## src/rtl/burst_arbiter_if.sv

```systemverilog
// Request/grant bundle between requesters (master) and burst_arbiter (slave).
interface burst_arbiter_if #(
  parameter int NUM_PORTS = 4
);
  localparam int ID_W = (NUM_PORTS == 1) ? 1 : $clog2(NUM_PORTS);

  logic [NUM_PORTS-1:0] req;
  logic [NUM_PORTS-1:0] req_last;
  logic                 out_ready;
  logic [NUM_PORTS-1:0] gnt;
  logic [ID_W-1:0]      gnt_id;
  logic                 out_valid;
  logic                 busy;

  modport master (
    output req, req_last, out_ready,
    input  gnt, gnt_id, out_valid, busy
  );

  modport slave (
    input  req, req_last, out_ready,
    output gnt, gnt_id, out_valid, busy
  );
endinterface

```

## src/rtl/burst_arbiter.sv

```systemverilog
// Round-robin burst arbiter: a winner holds the grant until its last beat.
// Optional macro BURST_LIMIT_EN caps each grant at MAX_BURST beats.
module burst_arbiter #(
  parameter int NUM_PORTS = 4,
  parameter int MAX_BURST = 8
) (
  input  logic            clk,
  input  logic            rst,
  burst_arbiter_if.slave  bus
);
  localparam int ID_W = (NUM_PORTS == 1) ? 1 : $clog2(NUM_PORTS);

  if (NUM_PORTS < 1 || NUM_PORTS > 16 || MAX_BURST < 1 || MAX_BURST > 256) begin : g_bad_cfg
    $error("burst_arbiter: parameter out of range");
  end

  typedef enum logic {
    IDLE   = 1'b0,
    LOCKED = 1'b1
  } state_t;

  state_t          state_q, state_d;
  logic [ID_W-1:0] owner_q, owner_d;
  logic [ID_W-1:0] prev_q, prev_d;
  logic [ID_W-1:0] winner;
  logic            owner_req;
  logic            owner_last;
  logic            beat;
  logic            limit_hit;

  // First requester strictly after the previous owner, wrapping around.
  function automatic logic [ID_W-1:0] rr_pick(input logic [NUM_PORTS-1:0] r,
                                              input logic [ID_W-1:0]      p);
    logic [ID_W-1:0] pick;
    logic            found;
    int              idx;
    pick  = '0;
    found = 1'b0;
    for (int i = 1; i <= NUM_PORTS; i++) begin
      idx = (int'(p) + i) % NUM_PORTS;
      if (!found && r[idx]) begin
        pick  = ID_W'(idx);
        found = 1'b1;
      end
    end
    return pick;
  endfunction

  assign winner     = rr_pick(bus.req, prev_q);
  assign owner_req  = bus.req[owner_q];
  assign owner_last = bus.req_last[owner_q];
  assign beat       = bus.out_valid && bus.out_ready;

  assign bus.busy      = (state_q == LOCKED);
  assign bus.gnt       = (state_q == LOCKED) ? (NUM_PORTS'(1) << owner_q) : '0;
  assign bus.gnt_id    = owner_q;
  assign bus.out_valid = (state_q == LOCKED) && owner_req;

`ifdef BURST_LIMIT_EN
  localparam int CNT_W = $clog2(MAX_BURST + 1);

  logic [CNT_W-1:0] cnt_q, cnt_d;

  assign limit_hit = beat && (cnt_q == CNT_W'(MAX_BURST - 1));

  always_comb begin
    cnt_d = cnt_q;
    if (state_q == IDLE) begin
      if (|bus.req) cnt_d = '0;
    end else if (beat && (cnt_q != CNT_W'(MAX_BURST))) begin
      cnt_d = cnt_q + 1'b1;
    end
  end

  always_ff @(posedge clk or negedge rst) begin
    if (!rst) cnt_q <= '0;
    else      cnt_q <= cnt_d;
  end
`else
  assign limit_hit = 1'b0;
`endif

  always_comb begin
    state_d = state_q;
    owner_d = owner_q;
    prev_d  = prev_q;
    case (state_q)
      IDLE: begin
        if (|bus.req) begin
          owner_d = winner;
          state_d = LOCKED;
        end
      end
      LOCKED: begin
        // Release demotes the owner to lowest priority for the next round.
        if (beat && (owner_last || limit_hit)) begin
          state_d = IDLE;
          prev_d  = owner_q;
        end
      end
      default: state_d = IDLE;
    endcase
  end

  always_ff @(posedge clk or negedge rst) begin
    if (!rst) begin
      state_q <= IDLE;
      owner_q <= '0;
      prev_q  <= ID_W'(NUM_PORTS - 1);
    end else begin
      state_q <= state_d;
      owner_q <= owner_d;
      prev_q  <= prev_d;
    end
  end
endmodule

```

## src/flat_wrapper.sv

```systemverilog
// flat-port wrapper written by rule: the top's interface ports become plain ports
module burst_arbiter_flat 
#(
  parameter int NUM_PORTS = 4,
  parameter int MAX_BURST = 8
)
  (clk, rst, bus_req, bus_req_last, bus_out_ready, bus_gnt, bus_gnt_id, bus_out_valid, bus_busy);
  burst_arbiter_if #(.NUM_PORTS(NUM_PORTS)) bus_i ();
  input  logic clk;
  input  logic rst;
  input wire logic [$bits(bus_i.req)-1:0] bus_req;
  input wire logic [$bits(bus_i.req_last)-1:0] bus_req_last;
  input wire logic [$bits(bus_i.out_ready)-1:0] bus_out_ready;
  output wire logic [$bits(bus_i.gnt)-1:0] bus_gnt;
  output wire logic [$bits(bus_i.gnt_id)-1:0] bus_gnt_id;
  output wire logic [$bits(bus_i.out_valid)-1:0] bus_out_valid;
  output wire logic [$bits(bus_i.busy)-1:0] bus_busy;
  assign bus_i.req = bus_req;
  assign bus_i.req_last = bus_req_last;
  assign bus_i.out_ready = bus_out_ready;
  assign bus_gnt = bus_i.gnt;
  assign bus_gnt_id = bus_i.gnt_id;
  assign bus_out_valid = bus_i.out_valid;
  assign bus_busy = bus_i.busy;
  burst_arbiter #(.NUM_PORTS(NUM_PORTS), .MAX_BURST(MAX_BURST)) u_core (.clk(clk), .rst(rst), .bus(bus_i));
endmodule
```

## config.mk

```make
export PLATFORM = sky130hd
export DESIGN_NAME = burst_arbiter_flat
export DESIGN_NICKNAME = d
export VERILOG_FILES = /design/src/rtl/burst_arbiter_if.sv /design/src/rtl/burst_arbiter.sv /design/src/flat_wrapper.sv
export SDC_FILE = /design/constraint.sdc
export NUM_CORES = 1
export LEC_CHECK = 0
export ABC_CLOCK_PERIOD_IN_PS = 4000
export CAP_MARGIN = 30
export CORE_UTILIZATION = 32
export DETAILED_ROUTE_END_ITERATION = 6
export PLACE_DENSITY_LB_ADDON = 0.2
export RECOVER_POWER = 50
export SYNTH_ARGS = -nofsm -noshare
export SYNTH_HDL_FRONTEND = slang
export SYNTH_SLANG_ARGS = --single-unit
```

## constraint.sdc

```tcl
create_clock -name clk -period 4 [get_ports clk]
set_input_delay 0.4 -clock clk [delete_from_list [all_inputs] [get_ports clk]]
set_output_delay 0.4 -clock clk [all_outputs]
set_load 0.1 [all_outputs]
```

# Yosys cells after proc, flatten, opt, wreduce, memory -nomap -nowiden
# Index checks and enable logic that the tools add are counted.
word_totals:
  ff_bits: 5
  latchBits: 0
  mem_bits_rw: 0
  romBits: 0
  in_bits: 11
  output_inout_bits: 8
  wordCells: 61
  mem_count: 0
op_classes:
  addsub: 4
  mul: 0
  n_div: 0
  magnitude_cmp: 5
  n_eq_ne: 0
  shifts: 1
  mux: 27
  bitwise: 5
  reduce_logical: 16
op_table:
  columns: ["op", "n"]
  rows:
  - ["$lt 3x4->1 const B", 4]
  - ["$mux 1", 15]
  - ["$bmux 1 s2", 6]
  - ["$mux 2", 4]
  - ["$reduce_or 2->1", 4]
  - ["$logic_and 1x1->1", 6]
  - ["$add 2x1->2 const B", 2]
  - ["$add 2x2->2 const B", 2]
  - ["$and 1x1->1 const A", 4]
  - ["$mux 4", 1]
  - ["$reduce_and 2->1", 2]
  - ["$reduce_or 4->1", 1]
  - ["$shl 1x2->4 const A", 1]
  - ["$logic_not 1->1", 3]
  - ["$lt 2x3->1 const B", 1]
  - ["$pmux 1 s2", 1]
  - ["$not 1->1", 1]

# Depth between registers and ports, before layout
logic_depth:
  word_depth: 16
  depth_mapped: 5
  mapped_depth_nobuf: 4

# Worst setup path after synthesis
# No wires, ideal clock.
synth_path:
  path_type: "register to output"
  from: "reg u_core.state_q, in the netlist u_core.bus.busy"
  to: "out bus_gnt[0]"
  arrival_time_ns: 3.445
  required_ns: 3.600
  path_slack_ns: 0.155
  stages_incl_launch_ff: 3
  n_path_buf: 1
  cell_sequence: "dfrtp_1 > clkbuf_1 > nor3b_1"
synth_via:
  elab_chain_cells: 1
synth_lines:
  columns: ["item", "line_no", "text"]
  rows:
  - ["start: declaration", "burst_arbiter.sv:22", "state_t state_q, state_d;"]
  - ["start signal: assignment", "burst_arbiter.sv:111", "state_q <= state_d;"]
  - ["$mux 4", "burst_arbiter.sv:55", "assign bus.gnt = (state_q == LOCKED) ? (NUM_PORTS'(1) << owner_q) : '0;"]
  - ["end: declaration", "flat_wrapper.sv:14", "output wire logic [$bits(bus_i.gnt)-1:0] bus_gnt;"]
# No other way between the ends.

# Worst setup path in the final report
layout_path:
  from: "in bus_req[3]"
  to: "out bus_out_valid"
layout_via:
  elab_chain_cells: 3
layout_lines:
  columns: ["item", "line_no", "text"]
  rows:
  - ["start: declaration", "flat_wrapper.sv:11", "input wire logic [$bits(bus_i.req)-1:0] bus_req;"]
  - ["$bmux 1 s2", "burst_arbiter.sv:50", "assign owner_req = bus.req[owner_q];"]
  - ["$mux 1 (implied by the code)", "burst_arbiter.sv:50", null]
  - ["$logic_and 1x1->1", "burst_arbiter.sv:57", "assign bus.out_valid = (state_q == LOCKED) && owner_req;"]
  - ["end: declaration", "flat_wrapper.sv:16", "output wire logic [$bits(bus_i.out_valid)-1:0] bus_out_valid;"]
# No other way between the ends. The select of a mux whose other input is x is not followed.

==> impl_metrics.csv <==
group,metric,value,unit
routing,routed_wl,985,µm
clock_network,worstSkewPairLatency,0.23,ns
floorplanning,ioPinCount,19,
logic_synthesis,synth_xor_area_share,0,%
sta,finalSetupViolCount,0,
clock_network,h-tree-depth,1,
grt,grt_start_max_net_pins,14,
sta,holdWs,0.462,ns
placed_design,portBuffers,18,
routing,drt_iter0_drc,1,
sta,period_needed,3.05,ns
clock_network,clock-root-buffer,"clkbuf_4",
cells_and_area,final_util,53.9,%
logic_synthesis,seq_area_frac_synth,29.5,%
placed_design,hpwl,771,µm
logic_synthesis,synth.area.top_cells,"dfrtp_1 (17%), dfstp_2 (12%), mux4_1 (6.1%)",
logic_synthesis,synth_top_area_share,17.3,%
worst_setup_path,crit_path_top_delay_cell,"clkdlybuf4s50_1",
worst_setup_path,critical_path.max_stage_delay,0.96,ns
clock_network,cts.clk_slew.worst_paths,0.04,ns
worst_setup_path,crit_type,"in -> out",
sta,finalHoldViolCount,0,
logic_synthesis,syn_area,433,µm²
clock_network,cts_buffers,3,
worst_setup_path,cp_cell_sequence,"dlygate4sd3_1 > mux4_1 > and2_1 > clkdlybuf4s50_1",
cells_and_area,diodes,0,
floorplanning,die_h,38.8,µm
sta,fin_crit_sh,76.3,%
clock_network,cts_hold_buf,0,
sta,finalSetupTns,0,ns
floorplanning,initial_core_util,36.5,%
routing,vias,422,
clock_network,post_cts_buffers,0,
cells_and_area,nFillCells,128,
placed_design,place.gp.congestion,0.692,
flow_run,cap_violations,0,
sta,slew_headroom,35.1,%
routing,drc,0,
grt,track_usage,15.8,%
floorplanning,rows,12,
logic_synthesis,muxShareOfSynthArea,18.8,%
logic_synthesis,synth_cell_types,27,
sta,slew_viol_final,0,
clock_network,cts_tree,"done",
grt,grt_antenna_before_repair,0,
logic_synthesis,ys_ff_latch,5,
floorplanning,die_w,38.8,µm
routing,dr.pass1.iters,2,
min_path,hold_path.class,"in -> async",
sta,max_slew.worst_pin.slew,0.971,ns
routing,drtAntennaViolNets,0,
cells_and_area,final_cell_area,639,µm²
logic_synthesis,yosysWarnings,0,
logic_synthesis,synthAdderAreaFrac,0,%
worst_setup_path,crit_fanout,8,
logic_synthesis,synth_cells,51,
worst_setup_path,crit_arrival,2.65,ns
logic_synthesis,synth_compound_area_share,18.8,%
logic_synthesis,synth_top_family_by_area,"simple AND/OR/NAND/NOR gates",
grt,grt_pass1_wl,1.66,mm
run_status,status,"finished, final reports clean",
cells_and_area,final_cell_mix,"clkdlybuf4s50_1 (16), nand2_1 (7), o21ai_0 (5)",
clock_network,post_cts_resize_count,0,
placed_design,postPlaceCellArea,613,µm²
logic_synthesis,yosys.area_share.simple,27.2,%
grt,grt_overflow,0,
logic_synthesis,synth_nets,62,
clock_network,cts_buffer_depth,2,
worst_setup_path,crit_required,3.60,ns
floorplanning,core_area,1190,µm²
logic_synthesis,synth_edf_count,0,
worst_setup_path,start_kind,"primary input",
worst_setup_path,endpoint_kind,"output pin",
sta,timing.fmax,0.328,GHz
floorplanning,die_area,1500,µm²
logic_synthesis,synth_top_cell_by_area,"dfrtp_1",
sta,fin_skew,0.00221,ns
cells_and_area,drive_gt1_share,10.1,%
cells_and_area,area_growth,47.7,%
logic_synthesis,synth-async-reset-ratio,100,%
logic_synthesis,avgSynthCellArea,8.49,µm²
routing,vias_per_cell,5.08,
logic_synthesis,ys.flop_type,"dfrtp_1",
sta,rsz0062_at_grt,"false",
routing,wire_per_inst,11.9,µm
clock_network,cts.sinks,5,
cells_and_area,layout.nets,81,
cells_and_area,layout_commonest_cell,"clkdlybuf4s50_1",
grt,grt_pass1_vias,362,
==> critical path, delay by kind of cell <==
family	cells	cell delay (ns)
buffers and inverters	2	1.60
multiplexers	1	0.49
AND/OR/NAND/NOR	1	0.16
==> sequential cells by signal, indices dropped and copies added, names as in the netlist <==
signal             flops
u_core.bus.gnt_id      2
u_core.prev_q          2
u_core.bus.busy        1
==> cells in the mapped netlist, drive strengths merged, types with 2 or more instances <==
| library cell | n |
|---|---|
| a21oi | 3 |
| buf | 2 |
| clkbuf | 2 |
| dfrtp | 3 |
| dfstp | 2 |
| inv | 2 |
| mux2 | 2 |
| mux4 | 2 |
| nand2 | 7 |
| nand3 | 3 |
| nor2 | 3 |
| nor3b | 2 |
| o21ai | 6 |
==> per-stage QoR <==
stage / setup WS, ns / cells
after floorplan: 0.155 / 51
after global placement: 1.03 / 79
after detailed placement: 1.01 / 79
after CTS: 1.00 / 83
after global routing: 0.882 / 83
final: 0.947 / 83
==> metal layers <==
metal  GRT usage, %  up-vias  share of wire [%]
li1               -      223                  -
met1           23.2      185                 51
met2           22.5       14                 45
met3           3.47        0                3.8
met4           5.17        0                  0
met5              0        -                  0
==> kinds of logic after synthesis <==
group | Yosys count
AOI/OAI and AO/OA | 13
and+or+nand+nor | 22
buffers and inverters | 6
muxes | 5
DFF | 5
==> worst paths after layout <==
| path | startpoint | endpoint | slack [ns] | depth (start not counted) |
|---|---|---|---|---|
| setup / recovery | bus_req[3] | bus_out_valid | 0.95 | 4 |
| hold / removal | rst | u_core.bus.busy$_DFF_PN0_ | 0.46 | 1 |
| setup reg to reg | u_core.bus.gnt_id[1]$_DFFE_PN0P_ | u_core.prev_q[0]$_DFFE_PN1P_ | 2.39 | 3 |
| hold reg to reg | u_core.prev_q[1]$_DFFE_PN1P_ | u_core.prev_q[1]$_DFFE_PN1P_ | 0.61 | 1 |
| max in group asynchronous | rst | u_core.prev_q[0]$_DFFE_PN1P_ | 3.28 | 1 |
| min in group clk | u_core.prev_q[1]$_DFFE_PN1P_ | u_core.prev_q[1]$_DFFE_PN1P_ | 0.61 | 1 |
==> cell type report <==
| type | instances | area, µm² | area share (%) |
|---|---|---|---|
| multi-input cells | 40 | 280 | 43.8 |
| repair buffers | 18 | 180 | 28.2 |
| flip-flops and latches | 5 | 128 | 20.0 |
| clock buffers | 4 | 26.3 | 4.11 |
| well taps | 14 | 17.5 | 2.74 |
| inverters | 2 | 7.51 | 1.17 |
Power is left out: the tool's default activity adds up to more than one toggle a clock period on the data nets, which glitch-free logic cannot reach.
